$ cat config.mk
export PLATFORM = sky130hd
export DESIGN_NAME = wt_dcache_rd_client
export DESIGN_NICKNAME = d
export VERILOG_FILES = /design/src/rtl/wt_dcache_rd_client.sv
export SDC_FILE = /design/constraint.sdc
export NUM_CORES = 1
export LEC_CHECK = 0
export BUFFER_PORTS_ARGS = -buffer_cell sky130_fd_sc_hd__buf_2
export CAP_MARGIN = 20
export CORE_MARGIN = 3
export CORE_UTILIZATION = 30
export DETAILED_ROUTE_END_ITERATION = 6
export PLACE_DENSITY = 0.64
export SLEW_MARGIN = 20
export SYNTH_ARGS = -nofsm -noshare
export SYNTH_HDL_FRONTEND = slang
export SYNTH_SLANG_ARGS = --single-unit
$ cat constraint.sdc
create_clock -name clk_i -period 2.1 [get_ports clk_i]
set_input_delay 0.315 -clock clk_i [delete_from_list [all_inputs] [get_ports clk_i]]
set_output_delay 0.315 -clock clk_i [all_outputs]
set_load 0.05 [all_outputs]
$ cat src/rtl/wt_dcache_rd_client.sv
// Load controller for one read port of the write-through dcache array.
// Accepts a single core load, reads the array, checks the tag and, on a miss
// or when the cache is disabled, fetches the containing word from the miss unit.
//
// state     | meaning
// ----------+-----------------------------------------------------------
// IDLE      | ready for a new load; response of the previous one may be out
// READ      | array read requested, waiting for the port grant
// CMP       | hit vector and data are valid from the array this cycle
// MISS_REQ  | miss request held stable until the miss unit acks it
// MISS_WAIT | waiting for the refill word of our own miss
// DRAIN     | load was killed after the miss was acked; swallow the return
// ERR       | misaligned access, error response goes out next cycle
module wt_dcache_rd_client #(
   parameter int unsigned TagWidth = 44,
   parameter int unsigned IdxWidth = 8,
   parameter int unsigned OffWidth = 4,
   parameter int unsigned SetAssoc = 8,
   parameter bit          HighPrio = 1'b0
) (
   input  logic                                   clk_i,
   input  logic                                   rst_i,
   input  logic                                   cache_en_i,
   input  logic                                   kill_i,
   input  logic                                   req_valid_i,
   output logic                                   req_ready_o,
   input  logic [TagWidth+IdxWidth+OffWidth-1:0]  req_addr_i,
   input  logic [1:0]                             req_size_i,
   output logic                                   rsp_valid_o,
   output logic                                   rsp_err_o,
   output logic [63:0]                            rsp_data_o,
   output logic                                   rd_req_o,
   input  logic                                   rd_ack_i,
   output logic                                   rd_tag_only_o,
   output logic                                   rd_prio_o,
   output logic [IdxWidth-1:0]                    rd_idx_o,
   output logic [OffWidth-1:0]                    rd_off_o,
   output logic [TagWidth-1:0]                    rd_tag_o,
   input  logic [SetAssoc-1:0]                    rd_hit_oh_i,
   input  logic [63:0]                            rd_data_i,
   output logic                                   miss_req_o,
   input  logic                                   miss_ack_i,
   output logic [TagWidth+IdxWidth+OffWidth-1:0]  miss_paddr_o,
   output logic [1:0]                             miss_size_o,
   output logic                                   miss_nc_o,
   input  logic                                   miss_rtrn_vld_i,
   input  logic [63:0]                            miss_rtrn_data_i
);

   localparam int unsigned AddrWidth = TagWidth + IdxWidth + OffWidth;

   typedef enum logic [2:0] {
      S_IDLE,
      S_READ,
      S_CMP,
      S_MISS_REQ,
      S_MISS_WAIT,
      S_DRAIN,
      S_ERR
   } state_t;

   state_t                 r_state;
   state_t                 w_state_nxt;

   logic [AddrWidth-1:0]   r_paddr;
   logic [1:0]             r_size;
   logic                   r_nc;

   logic                   r_rsp_valid;
   logic                   r_rsp_err;
   logic [63:0]            r_rsp_data;

   logic                   w_accept;
   logic                   w_ld_hit;
   logic                   w_ld_rtrn;
   logic                   w_ld_err;
   logic                   w_misaligned;
   logic                   w_hit;
   logic [63:0]            w_fmt_src;
   logic [63:0]            w_fmt_shift;
   logic [63:0]            w_fmt_data;

   // Any set bit counts as a hit; more than one is flagged by the assertion below.
   assign w_hit = |rd_hit_oh_i;

   // Alignment check on the incoming request (natural alignment to 2^size bytes).
   always_comb begin
      w_misaligned = 1'b0;
      unique case (req_size_i)
         2'd0:    w_misaligned = 1'b0;
         2'd1:    w_misaligned = req_addr_i[0];
         2'd2:    w_misaligned = |req_addr_i[1:0];
         default: w_misaligned = |req_addr_i[2:0];
      endcase
   end

   // State register.
   always_ff @(posedge clk_i) begin
      if (rst_i) begin
         r_state <= S_IDLE;
      end else begin
         r_state <= w_state_nxt;
      end
   end

   // Next-state decode and the single-cycle load strobes for the datapath.
   always_comb begin
      w_state_nxt = r_state;
      w_accept    = 1'b0;
      w_ld_hit    = 1'b0;
      w_ld_rtrn   = 1'b0;
      w_ld_err    = 1'b0;
      unique case (r_state)
         S_IDLE: begin
            if (req_valid_i) begin
               w_accept = 1'b1;
               if (w_misaligned) begin
                  w_state_nxt = S_ERR;
               end else if (cache_en_i) begin
                  w_state_nxt = S_READ;
               end else begin
                  w_state_nxt = S_MISS_REQ;
               end
            end
         end
         S_READ: begin
            if (kill_i) begin
               w_state_nxt = S_IDLE;
            end else if (rd_ack_i) begin
               w_state_nxt = S_CMP;
            end
         end
         S_CMP: begin
            if (kill_i) begin
               w_state_nxt = S_IDLE;
            end else if (w_hit) begin
               w_ld_hit    = 1'b1;
               w_state_nxt = S_IDLE;
            end else begin
               w_state_nxt = S_MISS_REQ;
            end
         end
         S_MISS_REQ: begin
            // An acked miss will return a word later, so a kill must drain it.
            if (kill_i) begin
               w_state_nxt = miss_ack_i ? S_DRAIN : S_IDLE;
            end else if (miss_ack_i) begin
               w_state_nxt = S_MISS_WAIT;
            end
         end
         S_MISS_WAIT: begin
            if (kill_i) begin
               w_state_nxt = miss_rtrn_vld_i ? S_IDLE : S_DRAIN;
            end else if (miss_rtrn_vld_i) begin
               w_ld_rtrn   = 1'b1;
               w_state_nxt = S_IDLE;
            end
         end
         S_DRAIN: begin
            if (miss_rtrn_vld_i) begin
               w_state_nxt = S_IDLE;
            end
         end
         S_ERR: begin
            w_ld_err    = ~kill_i;
            w_state_nxt = S_IDLE;
         end
         default: begin
            w_state_nxt = S_IDLE;
         end
      endcase
   end

   // Request registers: captured once at accept and held for the whole load.
   always_ff @(posedge clk_i) begin
      if (rst_i) begin
         r_paddr <= '0;
         r_size  <= '0;
         r_nc    <= 1'b0;
      end else if (w_accept) begin
         r_paddr <= req_addr_i;
         r_size  <= req_size_i;
         r_nc    <= ~cache_en_i;
      end
   end

   // Right-align the addressed bytes inside the 64-bit word and zero-extend.
   always_comb begin
      w_fmt_src   = (r_state == S_CMP) ? rd_data_i : miss_rtrn_data_i;
      w_fmt_shift = w_fmt_src >> {r_paddr[2:0], 3'b000};
      w_fmt_data  = '0;
      unique case (r_size)
         2'd0:    w_fmt_data[7:0]  = w_fmt_shift[7:0];
         2'd1:    w_fmt_data[15:0] = w_fmt_shift[15:0];
         2'd2:    w_fmt_data[31:0] = w_fmt_shift[31:0];
         default: w_fmt_data       = w_fmt_shift;
      endcase
   end

   // Response register: one-cycle valid pulse, data held until the next response.
   always_ff @(posedge clk_i) begin
      if (rst_i) begin
         r_rsp_valid <= 1'b0;
         r_rsp_err   <= 1'b0;
         r_rsp_data  <= '0;
      end else begin
         r_rsp_valid <= w_ld_hit | w_ld_rtrn | w_ld_err;
         r_rsp_err   <= w_ld_err;
         if (w_ld_hit || w_ld_rtrn) begin
            r_rsp_data <= w_fmt_data;
         end else if (w_ld_err) begin
            r_rsp_data <= '0;
         end
      end
   end

   assign req_ready_o   = (r_state == S_IDLE);
   assign rsp_valid_o   = r_rsp_valid;
   assign rsp_err_o     = r_rsp_err;
   assign rsp_data_o    = r_rsp_data;

   // rd_req stays high through a kill cycle; a read has no side effects on the array.
   assign rd_req_o      = (r_state == S_READ);
   assign rd_tag_only_o = 1'b0;
   assign rd_prio_o     = HighPrio;
   assign rd_idx_o      = r_paddr[OffWidth +: IdxWidth];
   assign rd_off_o      = r_paddr[OffWidth-1:0];
   assign rd_tag_o      = r_paddr[AddrWidth-1 -: TagWidth];

   assign miss_req_o    = (r_state == S_MISS_REQ);
   assign miss_paddr_o  = r_paddr;
   assign miss_size_o   = r_size;
   assign miss_nc_o     = r_nc;

`ifndef SYNTHESIS
   hit_onehot_a: assert property (@(posedge clk_i) disable iff (rst_i)
      (r_state == S_CMP) |-> $onehot0(rd_hit_oh_i));
`endif

endmodule

* Word-level counts from Yosys, hierarchy flattened *
Index checks and enable logic that the tools add are counted.

storage, ports and cells
  bits in registers = 128
  bits of input ports = 202
  output and inout port bits = 186
  logic and storage cells = 66

cells by class
  shifts and indexed selects = 1
  bitwise operators = 4
  equal/unequal tests = 13
  muxes and demuxes = 30
  reductions and logical operators = 11

operator list
  kind                number
  $mux 64             3
  $shr 64x6->64       1
  $mux 32             1
  $mux 3              10
  $pmux 3 s6          1
  $mux 16             1
  $eq 3x3->1 const B  3
  $mux 1              9
  $mux 8              1
  $reduce_or 8->1     1
  $eq 3x2->1 const B  2
  $mux 2              3
  $ne 3x2->1 const B  2
  $reduce_or 3->1     2
  $eq 2x1->1 const B  2
  $eq 2x2->1 const B  2
  $logic_not 2->1     2
  $reduce_or 2->1     2
  $eq 3x1->1 const B  1
  $logic_not 3->1     1
  $pmux 1 s3          1
  $reduce_and 3->1    1
  $ne 2x2->1 const B  1
  $not 1->1           2
  other kinds (3)     4

* Logic depth before layout (Yosys ltp) *
Gate-level depths: netlist of run 1.

  depth after elaboration = 6
  depth in mapped cells = 9
  gate-level depth less buffers = 5

* Worst setup path after synthesis of run 1 *
Ideal clock, no wire load.

  path kind = reg2reg
  start = register r_state[2]
  end = register r_size[0] (netlist: miss_size_o[0])
  stages on the path, launching flop included = 8
  path buffers = 3
  data required time = 1.968 ns
  slack = -0.603 ns
  arrival time = 2.571 ns
  library setup time = 0.132 ns
  period minus slack after synthesis = 2.703 ns
  path through = dfxtp_1 buf_2 nor3_1 nand2_1 clkbuf_1 clkbuf_1 nand2_1 a21oi_1

on the way
  word-level cells in the longest chain between the ends = 2

ends and longest elaborated chain
  item                    RTL line  text
  start, declared         62        state_t r_state;
  start signal, assigned  102       r_state <= w_state_nxt;
  $logic_not 3->1         -
  via req_ready_o         26        output logic req_ready_o,
  $mux 1                  113       unique case (r_state)
  end signal, assigned    182       r_size <= req_size_i;
  end, declared           66        logic [1:0] r_size;

The timed path passes the listed nets, and every way through them passes these cells.
A chain may end at the register's enable or synchronous reset.

* Worst setup path after layout of run 1 *
  start = register r_state[0]
  end = register r_rsp_data[22] (netlist: rsp_data_o[22])

on the way
  word-level cells in the longest chain between the ends = 5
  elaborated cells between the ends (all ways) = 12
  classes of those cells = eq/ne (3); shift (1); mux (6); reduce/logical (2)

ends and longest elaborated chain
  item                  RTL line  text
  $eq 3x2->1            113, 189
  $mux 64               189       w_fmt_src = (r_state == S_CMP) ? rd_data_i : miss_rtrn_data_i;
  $shr 64x6->64         190       w_fmt_shift = w_fmt_src >> {r_paddr[2:0], 3'b000};
  $mux 16               192       unique case (r_size)
  $mux 64               209       if (w_ld_hit || w_ld_rtrn) begin
  end signal, assigned  210       r_rsp_data <= w_fmt_data;
  end, declared         71        logic [63:0] r_rsp_data;

Several ways; a longest one is shown, not always the timed one.

==> impl_summary.md, run 1 <==
Finish
In the final layout, the share of cells above drive strength 1 is 47.9%. The final-layout fill cell count is around 2600. The total number of nets in the final design is 1429.

The growth of design area from synthesis to finish is 37.7%. The post-route core utilization is 42.3%.

Synth
Sequential elements use 31.9% of the synthesized area. The synthesized netlist contains between 50 and 60 unique library cells. Yosys mapped a number of flops with a built-in enable equal to 0. The synthesized instance count is between 800 and 900. The mapped netlist covers between 0.008 and 0.009 sq mm.

The library cell occupying the most area in the post-synthesis netlist is dfxtp_1. The share of synthesized area in the top cell type comes to 31.9%. In this run, synthesis produced a sequential element count of approximately 130. The dominant register cell in the synthesized netlist is dfxtp_1. Dividing the synthesized area by the synthesized cell count gives roughly 9 sq um.

The count of warnings emitted by yosys is 0. The share of async-settable or async-resettable flops after synthesis is 0%. By area the synthesized netlist is led by dfxtp_1 (32%), mux4_2 (16%), nand2_1 (7.9%).

Routing
The count of nets left with antenna violations after detail routing is 0. The total number of vias is around 8400. The post-detailed-route via-to-cell ratio is between 5 and 6. Dividing the detail-routed wire length by the instance count gives around 20 um. After the first detailed-routing iteration, the DRC count stood at approximately 690. The number of detailed-route iterations in the first pass is 5. The residual DRC count is 0. Wires add up to between 30000 and 40000 um.

Critical path
Data on the critical path arrives at its endpoint at approximately 2.5 ns. The sort of element at the end of the critical path is a flop. STA classifies the critical path startpoint as a flop.

The launching point of the worst reg2reg path is r_state[0]$_SDFFE_PP0P_. The number of cells on the worst reg-to-reg path is 7. The critical register-to-register path endpoint is rsp_data_o[22]$_SDFFE_PP0P_. The slack of the worst reg-to-reg path is -0.08 ns. Of all nets on the critical path, the largest fanout is 5.

The worst setup path is of the flop to flop kind. The required time at the worst-slack endpoint is roughly 2.4 ns.

Timing
The number of endpoints with negative hold slack in the final report was 0. The worst slew margin relative to its limit is approximately 54%. For the finished layout, the period the worst path requires is between 2 and 2.5 ns. Setup repair after global routing could not meet its margin everywhere. At the pin with the least slew margin, the transition time is between 0.6 and 0.7 ns. The number of pins with negative max-slew slack in the final report is 0. Between clock sinks in the finished design, the worst skew comes to 0.0156 ns. Setup slack on the critical path of the routed design comes to -0.0784 ns. The worst path uses 104% of the clock period. The highest achievable clock rate is between 400 and 500 MHz. The number of setup violations in the final report is 19. Hold timing on the final database bottoms out at a slack of ~0.12 ns.

Outcome
The flow ran to the end, but the final reports show violations. The final reports fail on setup timing.

Pwr
The static leakage is roughly 5 nW. Internal power comes to about 6.3 mW. Dividing total power by cell area gives a power density of around 1000 mW/mm^2.

Across the VDD grid, the largest voltage drop is 0.406 mV. In this run the power spent charging and discharging nets is between 4 and 5 mW. Of the total power, the clock network draws ~28%.

Per report_power, the combinational group accounts for 46.7% of the total. The switching fraction of total power is ~43%. The sequential cell fraction of total power is ~26%.

GRT
For this run, global-route usage on met2 was measured as a little over a third. The number of antenna violations at the first check in global routing is 7. The total congestion overflow after global routing is 0.

Entering global routing, the biggest net connects 65 pins. Global routing used 21.5% of the available tracks. For this run, global-route usage on met3 was measured as 6.41%. The number of global-route vias before repair is slightly above 8000. The global-route track usage on met1 is 26.6%. The first global-routing pass estimated 47900 um of wire. After global routing, the most crowded layer is met2.

Placement
During placement, the flow inserted port buffers numbering 385. Detailed placement finished with a half-perimeter wire length of roughly 25000 um. The routability congestion estimate from global placement is slightly above 0.9.

CTS
The level count of the clock H-tree is 4. The number of buffers on the longest clock path is 2. At the later pin of the worst-skew pair, clock insertion delay measures approximately 0.43 ns. TritonCTS built the clock tree. Clock-pin slew was measured on the worst setup and hold paths at around 0.070 ns. The number of hold buffers added after CTS is 0.

The number of clock buffers inserted by TritonCTS is 17. The tree is rooted in a clkbuf_16. Clock tree synthesis found a total of about 130 sinks.

Job
The max-cap check violation count is 0.

Die
The starting density of the core is 30.7%. The horizontal die dimension is 170 um. The total I/O pin count is about 390. The core box area is 0.0262 sq mm. In this run the core area contains around 60 standard-cell rows. The area of the die is 0.0288 sq mm.

The y dimension of the die is 170 um.

Worst hold path
The worst-case hold path end point is miss_paddr_o[11]$_SDFFE_PP0P_. The worst hold path cell count is 3. The tightest min-delay check is of the input port to flop type. The startpoint identified for the worst hold timing path is req_addr_i[11].
through the flow:
step	setup TNS (ns)	setup slack [ns]	total power [mW]	std cells	cell area, sq um
4_1_cts	-0.956	-0.0823	11.1	1574	11000
6_report	-0.663	-0.0784	11.0	1577	11100
3_5_place_dp	-0.643	-0.166	7.82	1533	10200
5_1_grt	-3.54	-0.153	11.6	1576	11100
3_3_place_gp	-0.285	-0.136	7.79	1533	10200
2_1_floorplan	-1.59	-0.0696	6.54	880	8090
cells by family (layout without fill, tap and decap cells):
group / count (synthesis) / count (layout) / share of synthesized area, %
other: 1 / 4 / 0.0466
buffers and inverters: 147 / 507 / 11.2
AO/OA/AOI/OAI: 212 / 212 / 17.8
AND/OR/NAND/NOR: 283 / 283 / 16.6
multiplexers: 108 / 108 / 22.5
flip-flops: 128 / 128 / 31.9
power groups by stage:
stage	clock, mW	sequential (mW)	combinational, mW
after floorplan	0	3.47	3.07
after global placement	0	2.89	4.90
after detailed placement	0	2.90	4.93
after CTS	3.11	2.85	5.13
after global routing	3.23	2.87	5.48
final	3.04	2.84	5.16
placed cells by master (no fill, tap or decap), drive strengths merged, types with 5 or more instances in the layout:
cell type / Yosys / layout
o221ai: 7 / 7
nand3: 33 / 33
a22o: 22 / 22
inv: 10 / 20
a211o: 5 / 5
nor2b: 31 / 31
dfxtp: 128 / 128
and4: 6 / 6
nor2: 10 / 10
a21oi: 69 / 69
nand2: 170 / 170
nor3b: 7 / 7
mux2i: 48 / 48
clkbuf: 37 / 18
nand2b: 9 / 9
o22ai: 14 / 14
a31oi: 5 / 5
o21ai: 27 / 27
o31ai: 10 / 10
buf: 100 / 464
a211oi: 26 / 26
mux4: 58 / 58
a32o: 17 / 17
layer usage:
layer  wire length, um  share of wire (%)  vias up
met1             12700                 39     4074
met2             15500                 48      397
met3              2820                8.7       74
li1                  -                  -     3886
met4              1160                3.6       10
met5                87               0.27        -
flip-flops by register name, summed over array words and instances, names as in the netlist:
signal / flops
rsp_data_o: 64
miss_paddr_o: 56
r_state: 3
miss_size_o: 2
miss_nc_o: 1
rsp_err_o: 1
rsp_valid_o: 1
synth_stat cells (all sizes together) (14+ instances only):
master / number
buf: 100
o21ai: 27
a211oi: 26
nand3: 33
o22ai: 14
mux2i: 48
nor2b: 31
mux4: 58
a32o: 17
a21oi: 69
a22o: 22
nand2: 170
clkbuf: 37
dfxtp: 128
worst max-delay path by stage:
stage | start | end | depth (start not counted)
after floorplan | r_state[2]$_SDFFE_PP0P_ | miss_size_o[0]$_SDFFE_PP0P_ | 7
after global placement | r_state[0]$_SDFFE_PP0P_ | rsp_data_o[3]$_SDFFE_PP0P_ | 7
after detailed placement | r_state[0]$_SDFFE_PP0P_ | rsp_data_o[3]$_SDFFE_PP0P_ | 7
after CTS | r_state[2]$_SDFFE_PP0P_ | rsp_data_o[12]$_SDFFE_PP0P_ | 6
after global routing | r_state[0]$_SDFFE_PP0P_ | rsp_data_o[12]$_SDFFE_PP0P_ | 6
final | r_state[0]$_SDFFE_PP0P_ | rsp_data_o[22]$_SDFFE_PP0P_ | 7
cell type report:
| type | instances | area [sq um] | share of cell area, % |
|---|---|---|---|
| clock inverter | 15 | 165 | 1.49 |
| clock buffer | 17 | 425 | 3.84 |
| sequential | 128 | 2580 | 23.3 |
| inverter | 10 | 37.5 | 0.339 |
| multi-input combinational | 605 | 4730 | 42.7 |
| antenna | 2 | 5.00 | 0.0452 |
| timing repair buffer | 465 | 2720 | 24.5 |
| tap | 335 | 419 | 3.79 |
repair_timing:
item                                    in CTS  in global routing
cloned                                       2                  0
endpoints found under the setup margin      24                 47
resized for setup                           23                 21
buffers inserted                             7                  5
pin swaps                                   13                  7
critical path: stages, from the launching register on:
cell and delay (ns):
dfxtp_4 0.35, nor3b_4 0.27, buf_6 0.17, buf_16 0.13, mux4_2 0.53, nor2b_4 0.16, a211o_1 0.22, a32o_1 0.25
Power figures use the tool's default switching activity.
==> run 2: changes to the inputs <==
- TNS_END_PERCENT: not set -> 30
==> run 2 against run 1 <==
Compared with the run above: the run still ends with setup timing left; clock power increased by 3%; count of clock-buffer cells in the layout grew 1; setup slack lost 0.021 ns; global-route usage decreased by 0.060 points; via count decreased by 0.23%; die area unchanged; critical path depth unchanged; hold slack got worse by 0.0097 ns; critical endpoint is now rsp_data_o[19]$_SDFFE_PP0P_; register-to-register slack lost 0.02 ns; first-iteration DRC count shrank 13%; sequential share of layout area fell by 0.068 points; wire length increased by 1.6%.
==> impl_summary.md, run 2 (synthesis results as in run 1) <==
Outcome
The flow ran to the end, but the final reports show violations. The checks that failed: setup timing.

Critical path
The class of the most critical setup path is flop to flop. Along the worst path, the maximum fanout reaches 5. The arrival time reported for the critical path endpoint is between 2 and 3 ns. The worst setup path is captured at a flop. The required time at the worst-slack endpoint is 2.42 ns.

STA classifies the critical path startpoint as a flop.

Routing
The wire length reported by the detailed router is 32900 um. The first detailed-routing pass ran for 7 iterations. The violation count after the first detailed-route iteration is around 600.

The routed layout has ~8400 vias. Using the TritonRoute via totals, the vias-per-cell ratio works out to roughly 5.4. The count of nets left with antenna violations after detail routing is 0.

In the routed design, unresolved DRC markers number 0. After detailed routing, the average wire length per cell comes to between 20 and 25 um.

Pwr
The sequential cell fraction of total power is 25.5%. The static leakage is 4.92 nW. Of the total power, combinational logic draws between 40% and 50%.

The power per cell area is ~1000 mW/mm^2. The internal power component is between 6 and 7 mW. Total power for the finished layout comes to between 10 and 15 mW.

The worst vdd rail ir drop is ~0.54 mV. Net switching is a little over two fifths of the power. The analysis attributes to net switching a power of approximately 4.7 mW. The share of total power dissipated in the clock network is 27.9%.

CTS
Buffers inserted to repair hold after CTS numbered 0. The clock-pin slew of the registers on the worst-case setup and hold paths is 0.07 ns. TritonCTS built the clock tree. For this design, the sink count on the clock tree is around 130. The tree is rooted in a clkbuf_16. The number of buffers on the longest clock path is 2.

The clock network latency to the later pin of the worst-skew pair is 0.43 ns. The level count of the clock H-tree is 4. The number of clock buffers added by TritonCTS is 17.

Finish
The final-layout fill cell count is ~2600. The area growth from synthesis to layout is 37.9%. After the last flow step, the layout net total stands at 1421. The flip-flop count of the largest register, all copies and words added is 64.

The most common library cell in the layout ignoring fill and taps is buf_2. The top cell types in the final layout, fill and taps aside, are buf_2 (385), nand2_1 (169), dfxtp_1 (122), a21oi_1 (68), mux4_2 (58). In the final layout, the share of cells above drive strength 1 is between 40% and 50%.

GRT
The met2 routing resource usage after global routing is between 30% and 40%. The total congestion overflow after global routing is 0. The wire length of the first global-routing pass is approximately 47000 um. Global routing used between 20% and 30% of the available tracks across all layers.

The global routing met3 resource utilization is 5.78%. The highest-utilization routing layer at the global route stage is met2. The number of global-route vias before repair is roughly 8000. Entering global routing, the biggest net connects 65 pins. The number of antenna violations at the first check in global routing is 5. The global-route track usage on met1 is 26.5%.

Worst hold path
The type of the worst min-delay path is input port to flop.

Timing
The number of pins with negative max-slew slack in the final report was 0. The number of endpoints with negative hold slack in the final report is 0. The highest achievable clock rate is 455 MHz. The final critical path time including I/O delays and setup is ~2.2 ns. The final clock period utilization by the worst path is 105%.

The maximum clock skew at final layout is between 0.015 and 0.02 ns. Setup repair after global routing could not meet its margin everywhere. The worst setup margin is -0.0993 ns. The hold slack is ~0.11 ns. The worst slew margin relative to its limit is between 50% and 60%. The actual slew at the worst max-slew pin is roughly 0.68 ns. Setup violations remaining at the end of the flow were counted as 16.

Placement
The HPWL after detailed placement is between 20000 and 30000 um. At the end of routability-driven placement, the weighted congestion stood at around 0.88. The count of buffers added on input and output ports is about 390.

Die
In this run the vertical extent of the chip is around 170 um. In this run the count of I/O pins placed on the die edge is roughly 390. In this run the standard cell core region covers 0.0262 sq mm. The horizontal die dimension is around 170 um. Once the floorplan was initialized, standard cells occupied 30.7% of the core. The area of the die is 0.0288 sq mm. The number of standard-cell rows in the floorplan is 59.

Job
The max-cap check violation count is 0.
## run 2: changes by cell type in the layout (fill, tap and decap cells not counted), moves of 4 or more
cell     before  now
nor2b_1      25   30
buf_12       10   14
o21ai_0      18   22
nor2b_4       5    1
buf_4        60   50
## run 2: what timing repair did
item / CTS / global route
setup buffers: 2 / 10
endpoints found under the hold margin: 0 / 0
gates resized for setup: 15 / 41
setup endpoints to repair: 33 / 59
cloned: 1 / 1
pin swaps: 8 / 8
## run 2: routing by layer
layer	routed length (um)	up-vias	part of all wire, %
met2	16000	445	49
met3	2860	65	8.7
met5	20	-	0.061
li1	-	3866	-
met4	1040	2	3.2
met1	12900	4044	39
## run 2: path summary, 6_finish.rpt
| path | slack (ns) | from | cells past startpoint | to |
|---|---|---|---|---|
| max | -0.1 | r_state[2]$_SDFFE_PP0P_ | 7 | rsp_data_o[19]$_SDFFE_PP0P_ |
| min | 0.11 | req_addr_i[6] | 3 | miss_paddr_o[6]$_SDFFE_PP0P_ |
| max reg2reg | -0.1 | r_state[2]$_SDFFE_PP0P_ | 7 | rsp_data_o[19]$_SDFFE_PP0P_ |
| min reg2reg | 0.46 | rsp_data_o[4]$_SDFFE_PP0P_ | 2 | rsp_data_o[4]$_SDFFE_PP0P_ |
## run 2: worst max-delay path, stage by stage (launching register included)
cell	delay, ns
dfxtp_2	0.33
nor3b_4	0.22
buf_4	0.16
clkbuf_16	0.15
mux4_2	0.53
nor2b_1	0.19
a211o_1	0.28
a32o_1	0.24
## run 2: cell type report
cell class              instances  area [sq um]  share of cell area [%]
well taps                     335           419                    3.78
diodes                          5          12.5                   0.113
repair buffers                457          2690                    24.3
clock buffers                  18           439                    3.96
clock inverters                14           168                    1.51
multi-input cells             605          4750                    42.8
inverters                      10          37.5                   0.338
flip-flops and latches        128          2570                    23.2
## run 2: stage by stage
| step | std cells | setup WS [ns] | TNS [ns] | utilization (%) | cell area, sq um |
|---|---|---|---|---|---|
| global route | 1571 | -0.178 | -3.49 | 42.3 | 11100 |
| global placement | 1522 | -0.110 | -1.22 | 38.7 | 10100 |
| floorplan | 880 | -0.0934 | -1.71 | - | 8050 |
| CTS | 1557 | -0.0870 | -1.04 | 41.4 | 10800 |
| detailed placement | 1522 | -0.140 | -1.69 | 38.7 | 10100 |
| finish | 1572 | -0.0993 | -0.724 | 42.3 | 11100 |
## run 2: power groups by stage
stage	clock [mW]	sequential, mW	combinational (mW)
after global routing	3.28	2.87	5.51
after CTS	3.17	2.84	4.98
after detailed placement	0	2.90	4.86
after global placement	0	2.89	4.83
after floorplan	0	3.47	3.03
final	3.12	2.85	5.20
